## src/rtl/branch_predict_ctrl.sv

```systemverilog
// Branch predictor and resolution controller: per-PC 2-bit BHT lookup in IF,
// branch resolution/training in EX, mispredict redirect with a timed IF/ID flush.
module branch_predict_ctrl #(
    parameter int IDX_BITS  = 4,
    parameter int FLUSH_CYC = 2,
    parameter int CNT_W     = 16
) (
    input  logic             clk,
    input  logic             rst_n,
    input  logic [31:0]      if_pc,
    output logic             pred_taken,
    input  logic             ex_valid,
    input  logic             ex_branch,
    input  logic [2:0]       ex_func3,
    input  logic             ex_zero,
    input  logic             ex_pos,
    input  logic [31:0]      ex_pc,
    input  logic             ex_pred_taken,
    input  logic             stall,
    output logic             actual_taken,
    output logic             mispredict,
    output logic [1:0]       pc_src,
    output logic             flush,
    output logic [CNT_W-1:0] branch_cnt,
    output logic [CNT_W-1:0] mispred_cnt
);

    localparam int DEPTH = 2 ** IDX_BITS;

    localparam logic [2:0] F3_BEQ = 3'b000;
    localparam logic [2:0] F3_BNE = 3'b001;
    localparam logic [2:0] F3_BLT = 3'b100;
    localparam logic [2:0] F3_BGE = 3'b101;

    localparam logic [1:0] PC_SEQ    = 2'b00;
    localparam logic [1:0] PC_TARGET = 2'b01;
    localparam logic [1:0] PC_NEXT   = 2'b10;

    localparam logic [2:0] FLUSH_LOAD = 3'(FLUSH_CYC - 1);

    typedef enum logic {
        IDLE,
        FLUSH
    } state_t;

    state_t               state;
    logic [2:0]           flush_left;
    logic [1:0]           bht [DEPTH];
    logic [IDX_BITS-1:0]  if_idx;
    logic [IDX_BITS-1:0]  ex_idx;
    logic                 res;
    logic                 legal;
    logic                 cond;
    logic                 train;

    // Two-bit saturating counter step: no wrap at either end.
    function automatic logic [1:0] bht_next(input logic [1:0] c, input logic taken);
        logic [1:0] n;
        n = c;
        if (taken) begin
            if (c != 2'b11) n = c + 2'b01;
        end else begin
            if (c != 2'b00) n = c - 2'b01;
        end
        return n;
    endfunction

    assign if_idx     = if_pc[IDX_BITS+1:2];
    assign ex_idx     = ex_pc[IDX_BITS+1:2];
    assign pred_taken = bht[if_idx][1];

    always_comb begin
        legal = 1'b1;
        cond  = 1'b0;
        case (ex_func3)
            F3_BEQ:  cond = ex_zero;
            F3_BNE:  cond = ~ex_zero;
            F3_BLT:  cond = ~ex_zero & ~ex_pos;
            F3_BGE:  cond = ex_zero | ex_pos;
            default: legal = 1'b0;
        endcase
    end

    // Squashed slots during FLUSH and stalled EX never resolve.
    assign res          = ex_valid & ex_branch & ~stall & (state == IDLE);
    assign train        = res & legal;
    assign actual_taken = legal & cond;
    assign mispredict   = train & (actual_taken != ex_pred_taken);

    always_comb begin
        pc_src = PC_SEQ;
        if (mispredict) pc_src = actual_taken ? PC_TARGET : PC_NEXT;
    end

    always_ff @(posedge clk or negedge rst_n) begin
        if (!rst_n) begin
            for (int i = 0; i < DEPTH; i++) bht[i] <= 2'b01;
            branch_cnt  <= '0;
            mispred_cnt <= '0;
        end else if (train) begin
            bht[ex_idx] <= bht_next(bht[ex_idx], actual_taken);
            branch_cnt  <= branch_cnt + 1'b1;
            if (mispredict) mispred_cnt <= mispred_cnt + 1'b1;
        end
    end

    always_ff @(posedge clk or negedge rst_n) begin
        if (!rst_n) begin
            state      <= IDLE;
            flush      <= 1'b0;
            flush_left <= '0;
        end else begin
            case (state)
                IDLE: begin
                    if (mispredict) begin
                        state      <= FLUSH;
                        flush      <= 1'b1;
                        flush_left <= FLUSH_LOAD;
                    end
                end
                FLUSH: begin
                    if (flush_left == 3'd0) begin
                        state <= IDLE;
                        flush <= 1'b0;
                    end else begin
                        flush_left <= flush_left - 3'd1;
                    end
                end
                default: begin
                    state <= IDLE;
                    flush <= 1'b0;
                end
            endcase
        end
    end

    logic unused_pc_bits;
    assign unused_pc_bits = ^{if_pc[31:IDX_BITS+2], if_pc[1:0],
                              ex_pc[31:IDX_BITS+2], ex_pc[1:0]};

endmodule

```

## config.mk

```make
export PLATFORM = sky130hd
export DESIGN_NAME = branch_predict_ctrl
export DESIGN_NICKNAME = d
export VERILOG_FILES = /design/src/rtl/branch_predict_ctrl.sv
export SDC_FILE = /design/constraint.sdc
export NUM_CORES = 1
export LEC_CHECK = 0
export CORE_AREA = 2 2 100 102
export DETAILED_ROUTE_END_ITERATION = 12
export DIE_AREA = 0 0 102 104
export PLACE_DENSITY = 0.65
export SYNTH_ARGS = -nofsm -noshare
export SYNTH_HDL_FRONTEND = slang
export SYNTH_SLANG_ARGS = --single-unit
```

## constraint.sdc

```tcl
create_clock -name clk -period 4.2 [get_ports clk]
set_input_delay 0.42 -clock clk [delete_from_list [all_inputs] [get_ports clk]]
set_output_delay 0.42 -clock clk [all_outputs]
set_load 0.01 [all_outputs]
```

; ---- Yosys cells after proc, flatten, opt, wreduce, memory -nomap -nowiden
; Index checks and enable logic that the tools add are counted.
[op_classes]
addsub = 5
order_cmp = 3
eq_ne = 8
mux = 26
bitwise_logic = 14
n_reduce_logical = 8
[op_table]
columns = cell, n
row1 = 16-bit by 1-bit adder with 16-bit output (second input constant), 2
row2 = 32-bit bitwise mux, 1
row3 = 2-bit 2-to-1 mux, 11
row4 = 2-bit binary-select mux with 4-bit select, 2
row5 = 5-bit greater-or-equal comparator (second input constant), 2
row6 = 4-bit NOT with 5-bit output, 2
row7 = 2-bit demux with 4-bit select, 1
row8 = 1-bit bitwise AND, 7
row9 = 3-bit == test (second input constant), 2
row10 = 3-bit logical NOT, 2
row11 = 3-bit 2-to-1 mux, 2
row12 = 2-bit inequality test (second input constant), 3
row13 = 3-bit case mux with 2 select lines, 1
row14 = 2-bit AND reduction, 3
row15 = 5-bit by 1-bit < comparator with 1-bit output (second input constant), 1
row16 = 1-bit 2-to-1 mux, 5
row17 = 1-bit NOT, 4
row18 = 1-bit case mux with 2 select lines, 2
row19 = 1-bit case mux with 4 select lines, 1
row20 = 4-bit OR reduction, 1
row21 = 3-bit by 1-bit == test with 1-bit output (second input constant), 1
row22 = 3-bit by 1-bit subtractor with 3-bit output (second input constant), 1
row23 = 2-bit by 1-bit adder with 2-bit output (second input constant), 1
row24 = 2-bit by 1-bit inequality test with 1-bit output (second input constant), 1
row25 = other kinds (5), 5
[totals]
register_bits = 69
inputBits = 75
output_inout_bits = 38

; ---- Longest topological paths before layout
; Gate-level depths: netlist of run 1.
[depth]
word_depth = 9
ltp_mapped = 8
mapped_depth_nobuf = 7

; ---- Worst setup path after synthesis of run 1
; OpenSTA, ideal clock, no wires.
[synth_path]
kind = input port to flip-flop
from = in ex_pc[4]
to = reg bht[25] (netlist name)
arrival_time_ns = 2.049
path_slack_ns = 2.026
cell_stages = 8
path_buffers = 3
path_cell_list = buf_6 buf_8 mux4_2 mux2_4 o211ai_2 o221ai_4 buf_6 mux2_2
[synth_via]
elab_chain_cells = 9
[synth_rtl]
columns = element, line_no
row1 = from (decl), 17  ; input logic [31:0] ex_pc,
row2 = 4-bit NOT with 5-bit output (implied by the code) *, 101  ; bht[ex_idx] <= bht_next(bht[ex_idx], actual_taken);
row3 = 2-bit binary-select mux with 4-bit select, 101
row4 = 2-bit 2-to-1 mux (implied by the code) (2 in series), 101
row5 = "2-bit by 1-bit subtractor with 2-bit output, or another cell as far along", 63  ; if (c != 2'b00) n = c - 2'b01;
row6 = "2-bit 2-to-1 mux, on equally long branches", "63, 61"
row7 = 2-bit 2-to-1 mux, 60  ; if (taken) begin
row8 = 2-bit 2-to-1 mux, 100  ; end else if (train) begin
row9 = 32-bit bitwise mux *, 101
row10 = "to (signal, indexed assignment)", 101
row11 = to (decl), 48  ; logic [1:0] bht [DEPTH];
; Mark *: on every way between the ends. The rest lies on a longest branch, timed or not. The select of a mux whose other input is x is not followed.
; A chain may end at the register's enable or synchronous reset.

; ---- Final worst setup path of run 1
[layout_path]
from = in ex_func3[0]
to = out mispredict
[layout_via]
elab_chain_cells = 6
[layout_rtl]
columns = element, line_no
row1 = from (decl), 14  ; input logic [2:0] ex_func3,
row2 = "3-bit == test, or another cell as far along", 75  ; case (ex_func3)
row3 = 4-bit OR reduction (no line), -
row4 = 1-bit 2-to-1 mux, 75
row5 = 1-bit bitwise AND, 87  ; assign actual_taken = legal & cond;
row6 = 1-bit inequality test, 88  ; assign mispredict = train & (actual_taken != ex_pred_taken);
row7 = 1-bit bitwise AND *, 88
row8 = to (decl), 21  ; output logic mispredict,
; Mark *: on every way between the ends. The rest lies on a longest branch, timed or not.

==> flow_summary.yaml, run 1 <==
sta:
  worst_pin_slew_ns: 0.8932
  hold_slack_ns: 0.1388
  drv_slew: 0
  fin_crit_ns: 3.175
  max_clock_freq_mhz: 315.0
  setup_tns_ns: 0
  finalSetupViolCount: 0
  min_period_over_period_pct: 75.59
  clock_skew_ns: 0.01355
  rsz0062_at_grt: "no"
  finalHoldViolCount: 0
  relSlewSlack_pct: 40.26
layout:
  drive_above_1_share_pct: 26.03
  nFillCells: 884
  nets: 439
  antenna_cells: 0
  area_growth_pct: 24.83
  final_common_cell: "clkdlybuf4s50_1"
  layout_common_cells: "clkdlybuf4s50_1, dfrtp_1, mux2_2"
worst_setup_path:
  crit_type: "in -> out"
  end_kind: "output port"
  cp_max_fo: 17
  startpoint_type: "input port"
  timing.rr.start: "state"
  crit_path_start: "ex_func3[0]"
  crit_required_ns: 3.78
  crit_arrival_ns: 2.75
placed_design:
  io_buffers: 56
  dp_hpwl_microns: 5738
  gp_congestion: 0.7830
die:
  fp.dieW_microns: 102
  fp.dieH_microns: 104
  num_rows: 36
  start_util_pct: 39.15
  dieArea_sq_um: 10610
  core_region_area_sq_um: 9549
  io_pins: 113
worst_hold_path:
  hold_path.class: "in -> async"
clock_tree:
  clock_latency_ns: 0.35
  cts_resized: 0
  clock_sinks: 69
  clockBufferDepth: 2
  cts_tree: "yes"
  ctsHoldBuffers: 0
  clk_pin_slew_worst_paths_ns: 0.08
  root_buffer: "clkbuf_8"
  numCtsBuffers: 9
  h-tree-depth: 3
  cts_setup_buffers: 0
global_routing:
  antenna_found_initial: 0
  grt_remaining_overflow: 0
  grt_pass1_vias: 2691
  grt_pass1_wl_microns: 13180
  track_usage_pct: 15.68
  grt_max_degree: 36
synth:
  synth_seq_cells: 69
  ys_warn_count: 0
  synthDistinctLibCells: 52
  syn_area_sq_um: 3739
  ys_seq_area_share_pct: 46.72
  syn_area_per_cell_sq_um: 12.46
  syn-num-nets: 379
  synthCells: 300
pwr:
  ir_worst_vdd_v: 0.0001737
  p_per_area_nw_per_um2: 380.5
  leakagePower_nw: 1.975
routing:
  firstDrtPassIters: 4
  totalWireLength_microns: 7754
  first_iter_violations: 97
  postRouteAntennaNets: 0
  viasPerCell: 5.076
  vias: 2528
  drc: 0
  wire_per_inst_microns: 15.57
flow_run:
  cap_violations: 0
status:
  status: "completed"
cells in the mapped netlist (all sizes together):
cell      n  share of area (%)
nand2b    3               0.50
o2bb2ai   1               0.23
xnor2    27                6.5
dfstp    16                 11
nand2    19                1.9
or2b      1               0.20
nor3      7               0.94
and4      6                1.5
nand4    11                1.8
mux2     36                 12
nor2b     2               0.33
o22a      1               0.23
a21boi    1               0.20
o22ai     2               0.33
a21oi     2               0.27
nor2     20                2.0
o2111ai   1               0.23
and3      7                1.2
or3       1               0.17
dfrtp    53                 35
or4       1               0.20
o211ai    5                1.4
or3b      2               0.47
and2      3               0.50
or2       1               0.23
xor2      4               0.94
ha        4                1.3
clkbuf    3               0.30
mux4     13                8.1
mux2i    10                2.7
inv       8               0.80
nand3    13                1.7
or4b      2               0.54
o221ai    1               0.70
o211a     1               0.27
and4bb    1               0.33
nor4      1               0.17
clkinv    2               0.33
buf       8                1.9
logic make-up (layout without fill, tap and decap cells):
| family | after synthesis | after routing | synth area share (%) |
|---|---|---|---|
| AND/OR/NAND/NOR | 101 | 101 | 14.73 |
| flip-flops | 69 | 69 | 46.72 |
| multiplexers | 59 | 59 | 22.56 |
| XOR/XNOR | 31 | 31 | 7.463 |
| buffers and inverters | 21 | 86 | 3.313 |
| AO/OA/AOI/OAI | 15 | 15 | 3.882 |
| adder cells (fa/ha/maj) | 4 | 4 | 1.339 |
registers in the layout, summed over array words and instances, names as in the netlist:
| signal | count |
|---|---|
| branch_cnt | 16 |
| state | 1 |
| flush | 1 |
| bht | 32 |
| flush_left | 3 |
| mispred_cnt | 16 |
area by class of cell:
type / count / area, sq um / share of cell area [%]
multi-input cells: 210 / 1868 / 40.03
clock inverters: 5 / 106.4 / 2.279
flip-flops and latches: 69 / 1747 / 37.43
inverters: 10 / 42.54 / 0.9115
repair buffers: 60 / 585.6 / 12.55
clock buffers: 11 / 151.4 / 3.244
well taps: 133 / 166.4 / 3.566
metal layers:
layer,global-route usage [%],up-vias,wire [microns]
li1,-,1214,-
met1,20.97,1271,3537
met2,25.14,33,3916
met3,2.823,10,184
met4,6.095,0,115
met5,0,-,0
final timing paths:
check                                  to  slack [ns]  cells past startpoint
max                            mispredict        1.03                      8
min                         branch_cnt[0]        0.14                      1
max reg2reg                       bht[29]        1.96                      5
min reg2reg                branch_cnt[15]        0.48                      1
max in group asynchronous         bht[16]        3.08                      2
min in group clk           branch_cnt[15]        0.48                      1
power breakdown:
group | switching, mW | total, mW | internal [mW]
clock network | 0.260 | 0.687 | 0.428
registers | 0.0536 | 0.778 | 0.724
logic | 0.148 | 0.311 | 0.163
metrics by stage:
stage	setup WS (ns)	power (mW)	instances	utilization (%)	cell area [sq um]
finish	1.025	1.776	498	48.87	4667
global placement	0.9568	1.089	482	46.17	4409
global route	0.9056	1.859	498	48.87	4667
CTS	0.9976	1.792	498	48.87	4667
detailed placement	0.8906	1.105	482	46.17	4409
floorplan	2.026	0.9551	300	-	3739
worst max-delay path, cell delays in order:
cell and delay (ns):
clkdlybuf4s50_1 0.44, or4b_1 0.52, and4_4 0.21, xnor2_2 0.11, buf_4 0.22, nand2_1 0.14
inv_2 0.13, clkdlybuf4s50_1 0.55
Power figures use the tool's default switching activity.
==> run 2, diff against run 1 <==
clock period = 2.95 ns   (was 4.2 ns; I/O delays follow)
==> run 2 against run 1 <==
  * Global-route usage up 0.39 points
  * Clock-buffer cell count down 2
  * Via count up 1.6%
  * Critical path depth down 1
  * First-iteration DRC count down 5.2%
  * Clock skew down 0.0050 ns
  * Sequential cell count unchanged
  * Non-clock buffer count up 9
  * Sequential share of layout area down 0.46 points
  * Cell count up 1.8%
==> flow_summary.yaml, run 2 (same netlist as run 1, synthesis figures left out) <==
status:
  status: "completed"
sta:
  max_clock_freq_mhz: 365.7
  min_period_over_period_pct: 92.69
  setup_tns_ns: 0
  drv_slew: 0
  rsz0062_at_grt: "no"
  clock_skew_ns: 0.008590
  fin_crit_ns: 2.735
  worst_pin_slew_ns: 0.5334
  finalHoldViolCount: 0
  finalSetupViolCount: 0
  relSlewSlack_pct: 64.44
  hold_slack_ns: 0.4624
layout:
  fin_util_pct: 49.48
  nFillCells: 881
  largest-register: "bht"
  layoutNonFillerInstCount: 507
  largest_reg_flops: 32
  nets: 448
  area_growth_pct: 26.37
  final_common_cell: "clkdlybuf4s50_1"
  layout_common_cells: "clkdlybuf4s50_1, dfrtp_1, mux2_2"
  multi_input_area_sq_um: 1868
  regArea_sq_um: 1747
  antenna_cells: 0
  drive_above_1_share_pct: 27.54
  reg_top3: "bht x32, branch_cnt x16, mispred_cnt x16"
die:
  fp.dieW_microns: 102
  dieArea_sq_um: 10610
  start_util_pct: 39.15
  num_rows: 36
  io_pins: 113
  core_region_area_sq_um: 9549
  fp.dieH_microns: 104
worst_setup_path:
  end_kind: "output port"
  reg2regPathDepth: 5
  crit_end: "mispredict"
  crit_path_start: "ex_func3[0]"
  crit_required_ns: 2.65
  cp_max_fo: 5
  crit_top_cell: "clkdlybuf4s50_1"
  cpPeakStageDelay_ns: 0.55
  r2r_setup_slack_ns: 0.78
  crit_chain: "clkdlybuf4s50_1 -> or4b_1 -> and4_4 -> xnor2_2 -> nand2_1 -> inv_2 -> clkdlybuf4s50_1"
  cp_slowest_cell: "clkdlybuf4s50_1"
  reg2reg_to: "bht[11]"
  crit_type: "in -> out"
  crit_arrival_ns: 2.44
  startpoint_type: "input port"
  timing.rr.start: "bht[0]"
global_routing:
  grt_remaining_overflow: 0
  grt_max_degree: 32
  grt_pass1_wl_microns: 13470
  track_usage_pct: 16.07
  antenna_found_initial: 0
  grt_pass1_vias: 2672
clock_tree:
  h-tree-depth: 3
  root_buffer: "clkbuf_8"
  clock_latency_ns: 0.35
  cts_resized: 0
  numCtsBuffers: 9
  cts_tree: "yes"
  cts_setup_buffers: 0
  clock_sinks: 69
  clk_pin_slew_worst_paths_ns: 0.07
  ctsHoldBuffers: 1
  clockBufferDepth: 2
pwr:
  total_power_mw: 2.411
  p_per_area_nw_per_um2: 510.4
  ir_worst_vdd_v: 0.0002556
  p_seq_share_pct: 45.8
  intPower_mw: 1.752
  power_switching_mw: 0.6591
  swShare_pct: 27.33
  power_frac_comb_pct: 18.7
  leakagePower_nw: 2.015
  p_clk_share_pct: 35.5
worst_hold_path:
  hold_path.class: "in -> async"
placed_design:
  gp_congestion: 0.8209
  io_buffers: 56
  dp_hpwl_microns: 5901
  place_inst: 490
routing:
  vias: 2568
  firstDrtPassIters: 4
  viasPerCell: 5.065
  postRouteAntennaNets: 0
  totalWireLength_microns: 7826
  wire_per_inst_microns: 15.44
  first_iter_violations: 92
  drc: 0
flow_run:
  cap_violations: 0
[run 2: cell types whose count changed in the layout (fill, tap and decap cells not counted), sizes merged]
cell         previous run  this run
buf                     5        13
bufinv                  3         2
clkbuf                 11         9
clkinv                  3         5
clkinvlp                1         0
dlygate4sd3             0         1
inv                     8        10
[run 2: cell type report]
class,instances,share of cell area (%)
multi-input combinational,210,39.54
timing repair buffer,69,14.41
inverter,10,0.9004
sequential,69,36.97
clock buffer,9,2.622
tap,133,3.522
clock inverter,7,2.039
[run 2: metal layers]
layer	global-route usage [%]	up-vias	wire, microns
li1	-	1234	-
met1	22.23	1284	3594
met2	25.42	40	3869
met3	2.554	10	249
met4	5.714	0	113
met5	0	-	0
[run 2: metrics by stage]
stage | worst slack, ns | instance area [sq um]
floorplan | 0.9009 | 3739
global placement | 0.2126 | 4494
detailed placement | 0.2023 | 4494
CTS | 0.2028 | 4725
global route | 0.09945 | 4725
finish | 0.2155 | 4725
[run 2: worst min-delay path by stage]
stage	slack, ns	cells past startpoint	from	end
after CTS	0.47	2	rst_n	branch_cnt[0]
after global placement	0.31	1	rst_n	branch_cnt[0]
after detailed placement	0.31	1	rst_n	branch_cnt[0]
after floorplan	-0.0006	0	rst_n	bht[11]
final	0.46	2	rst_n	branch_cnt[5]
after global routing	0.49	2	rst_n	branch_cnt[5]
[run 2: critical path: cells and delay by family]
| kind | cells | cell delay (ns) |
|---|---|---|
| xor gates and xnor gates | 1 | 0.14 |
| buffers and inverters | 3 | 1.13 |
| and+or+nand+nor | 3 | 0.86 |
[run 2: power groups by stage]
stage,Combinational (mW),Clock [mW],Sequential [mW]
after floorplan,0.234,0,1.13
after global placement,0.446,0,1.12
after detailed placement,0.456,0,1.12
after CTS,0.460,0.876,1.10
after global routing,0.507,0.921,1.12
final,0.452,0.856,1.10
==> run 3, diff against run 2 <==
CELL_PAD_IN_SITES_DETAIL_PLACEMENT = 0   (was default)
CELL_PAD_IN_SITES_GLOBAL_PLACEMENT = 1   (was default)
CORE_AREA = 2 2 104 106   (was 2 2 100 102)
DIE_AREA = 0 0 106 108   (was 0 0 102 104)
PLACE_DENSITY = 0.75   (was 0.65)
==> run 3 against run 2 <==
  * Sequential power hardly changed
  * Worst hold slack hardly changed
  * Register-to-register slack worse by 0.06 ns
  * Sequential share of layout area is 0.19 points lower
  * Non-clock buffer count is 1 higher
  * Critical path depth stayed put
  * Clock-buffer cell count stayed put
  * Worst setup slack better by 0.013 ns
  * Clock power is 11% higher
  * Die area is 7.9% higher
  * Utilization is 3.1 points lower
  * Highest routed layer unchanged
==> flow_summary.yaml, run 3 (same netlist as run 1, synthesis figures left out) <==
status:
  status: "completed"
worst_setup_path:
  crit_type: "in -> out"
  crit_arrival_ns: 2.43
  crit_path_start: "ex_func3[0]"
  timing.rr.start: "state"
  cp_max_fo: 5
  startpoint_type: "input port"
  crit_required_ns: 2.65
  end_kind: "output port"
pwr:
  power_switching_mw: 0.6725
  p_clk_share_pct: 38.0
  swShare_pct: 26.81
  p_seq_share_pct: 44.0
  ir_worst_vdd_v: 0.0002478
  p_per_area_nw_per_um2: 528.1
  leakagePower_nw: 2.019
  power_frac_comb_pct: 18.0
  intPower_mw: 1.836
placed_design:
  gp_congestion: 0.8024
  postPlaceCellArea_sq_um: 4493
  io_buffers: 56
  dp_hpwl_microns: 5971
  preCtsSetupSlack_ns: 0.2120
sta:
  fin_crit_ns: 2.721
  final.setup.worst_slack_ns: 0.2286
  finalHoldViolCount: 0
  hold_slack_ns: 0.4624
  worst_pin_slew_ns: 0.7305
  clock_skew_ns: 0.01453
  setup_tns_ns: 0
  finalSetupViolCount: 0
  min_period_over_period_pct: 92.25
  relSlewSlack_pct: 50.85
  rsz0062_at_grt: "no"
  drv_slew: 0
  max_clock_freq_mhz: 367.5
layout:
  final_common_cell: "clkdlybuf4s50_1"
  final_cell_area_sq_um: 4750
  drive_above_1_share_pct: 27.73
  nets: 449
  reg_top3: "bht x32, branch_cnt x16, mispred_cnt x16"
  largest-register: "bht"
  layout_common_cells: "clkdlybuf4s50_1, dfrtp_1, mux2_2"
  antenna_cells: 0
  largest_reg_flops: 32
  area_growth_pct: 27.04
clock_tree:
  clockBufferDepth: 2
  clk_pin_slew_worst_paths_ns: 0.09
  cts_tree: "yes"
  clock_latency_ns: 0.35
  root_buffer: "clkbuf_8"
  cts_resized: 0
  cts_setup_buffers: 0
  h-tree-depth: 3
  numCtsBuffers: 9
  clock_sinks: 69
global_routing:
  antenna_found_initial: 0
  grt_remaining_overflow: 0
  grt_pass1_vias: 2625
  grt_max_degree: 29
  use_met3_pct: 1.989
  top_usage_layer: "met2"
  met1_usage_pct: 20.19
  track_usage_pct: 15.17
  grt_pass1_wl_microns: 13500
  use_met2_pct: 25.35
routing:
  postRouteAntennaNets: 0
  drc: 0
  first_iter_violations: 66
  viasPerCell: 5.072
  wire_per_inst_microns: 15.87
  totalWireLength_microns: 8108
  vias: 2592
  firstDrtPassIters: 4
die:
  dieArea_sq_um: 11450
  io_pins: 113
  num_rows: 37
  core_region_area_sq_um: 10230
  fp.dieH_microns: 108
  fp.dieW_microns: 106
  start_util_pct: 36.54
flow_run:
  cap_violations: 0
worst_hold_path:
  hold_path.class: "in -> async"
[run 3: cell types whose count changed in the layout (fill, tap and decap cells not counted), sizes merged]
cell      change
inv           -1
bufinv        +1
clkinvlp      +2
clkinv        -2
buf           +1
[run 3: layout make-up]
class                   instances  area [sq um]
repair buffers                 70         675.6
well taps                     136         170.2
inverters                      10         42.54
multi-input cells             210          1868
clock inverters                 7         122.6
flip-flops and latches         69          1747
clock buffers                   9         123.9
fillers                       949          5482
[run 3: what timing repair did]
| item | 4_1_cts | 5_1_grt |
|---|---|---|
| hold buffers | 1 | 0 |
| endpoints found under the setup margin | 0 | 0 |
| hold endpoints to repair | 21 | 0 |
[run 3: final timing paths]
| check | end | slack, ns | cells after the start |
|---|---|---|---|
| setup / recovery | mispredict | 0.23 | 7 |
| hold / removal | mispred_cnt[12] | 0.46 | 2 |
| hold reg to reg | branch_cnt[15] | 0.49 | 1 |
| setup reg to reg | bht[29] | 0.72 | 5 |
| min in group clk | branch_cnt[15] | 0.49 | 1 |
| max in group asynchronous | bht[2] | 1.68 | 3 |
[run 3: metrics by stage]
stage	power, mW	util [%]	std cells
2_1_floorplan	1.360	-	300
5_1_grt	2.648	46.42	511
3_5_place_dp	1.577	43.92	494
4_1_cts	2.536	46.42	511
3_3_place_gp	1.566	43.92	494
6_report	2.508	46.42	511
[run 3: metal layers]
metal  up-vias  wire length [microns]
met1      1309                   3754
li1       1232                      -
met2        41                   4085
met4         0                    118
met3        10                    151
met5         -                      0
[run 3: power by group through the flow]
stage               clock network (mW)  logic (mW)  registers (mW)
finish                           0.953       0.451            1.10
global route                      1.02       0.509            1.12
CTS                              0.971       0.458            1.11
detailed placement                   0       0.455            1.12
global placement                     0       0.447            1.12
floorplan                            0       0.234            1.13
[run 3: critical path, stage by stage]
cell and delay (ns):
clkdlybuf4s50_1 0.44, or4b_1 0.52, and4_4 0.21, xnor2_2 0.15, nand2_1 0.13, inv_2 0.13
clkdlybuf4s50_1 0.55
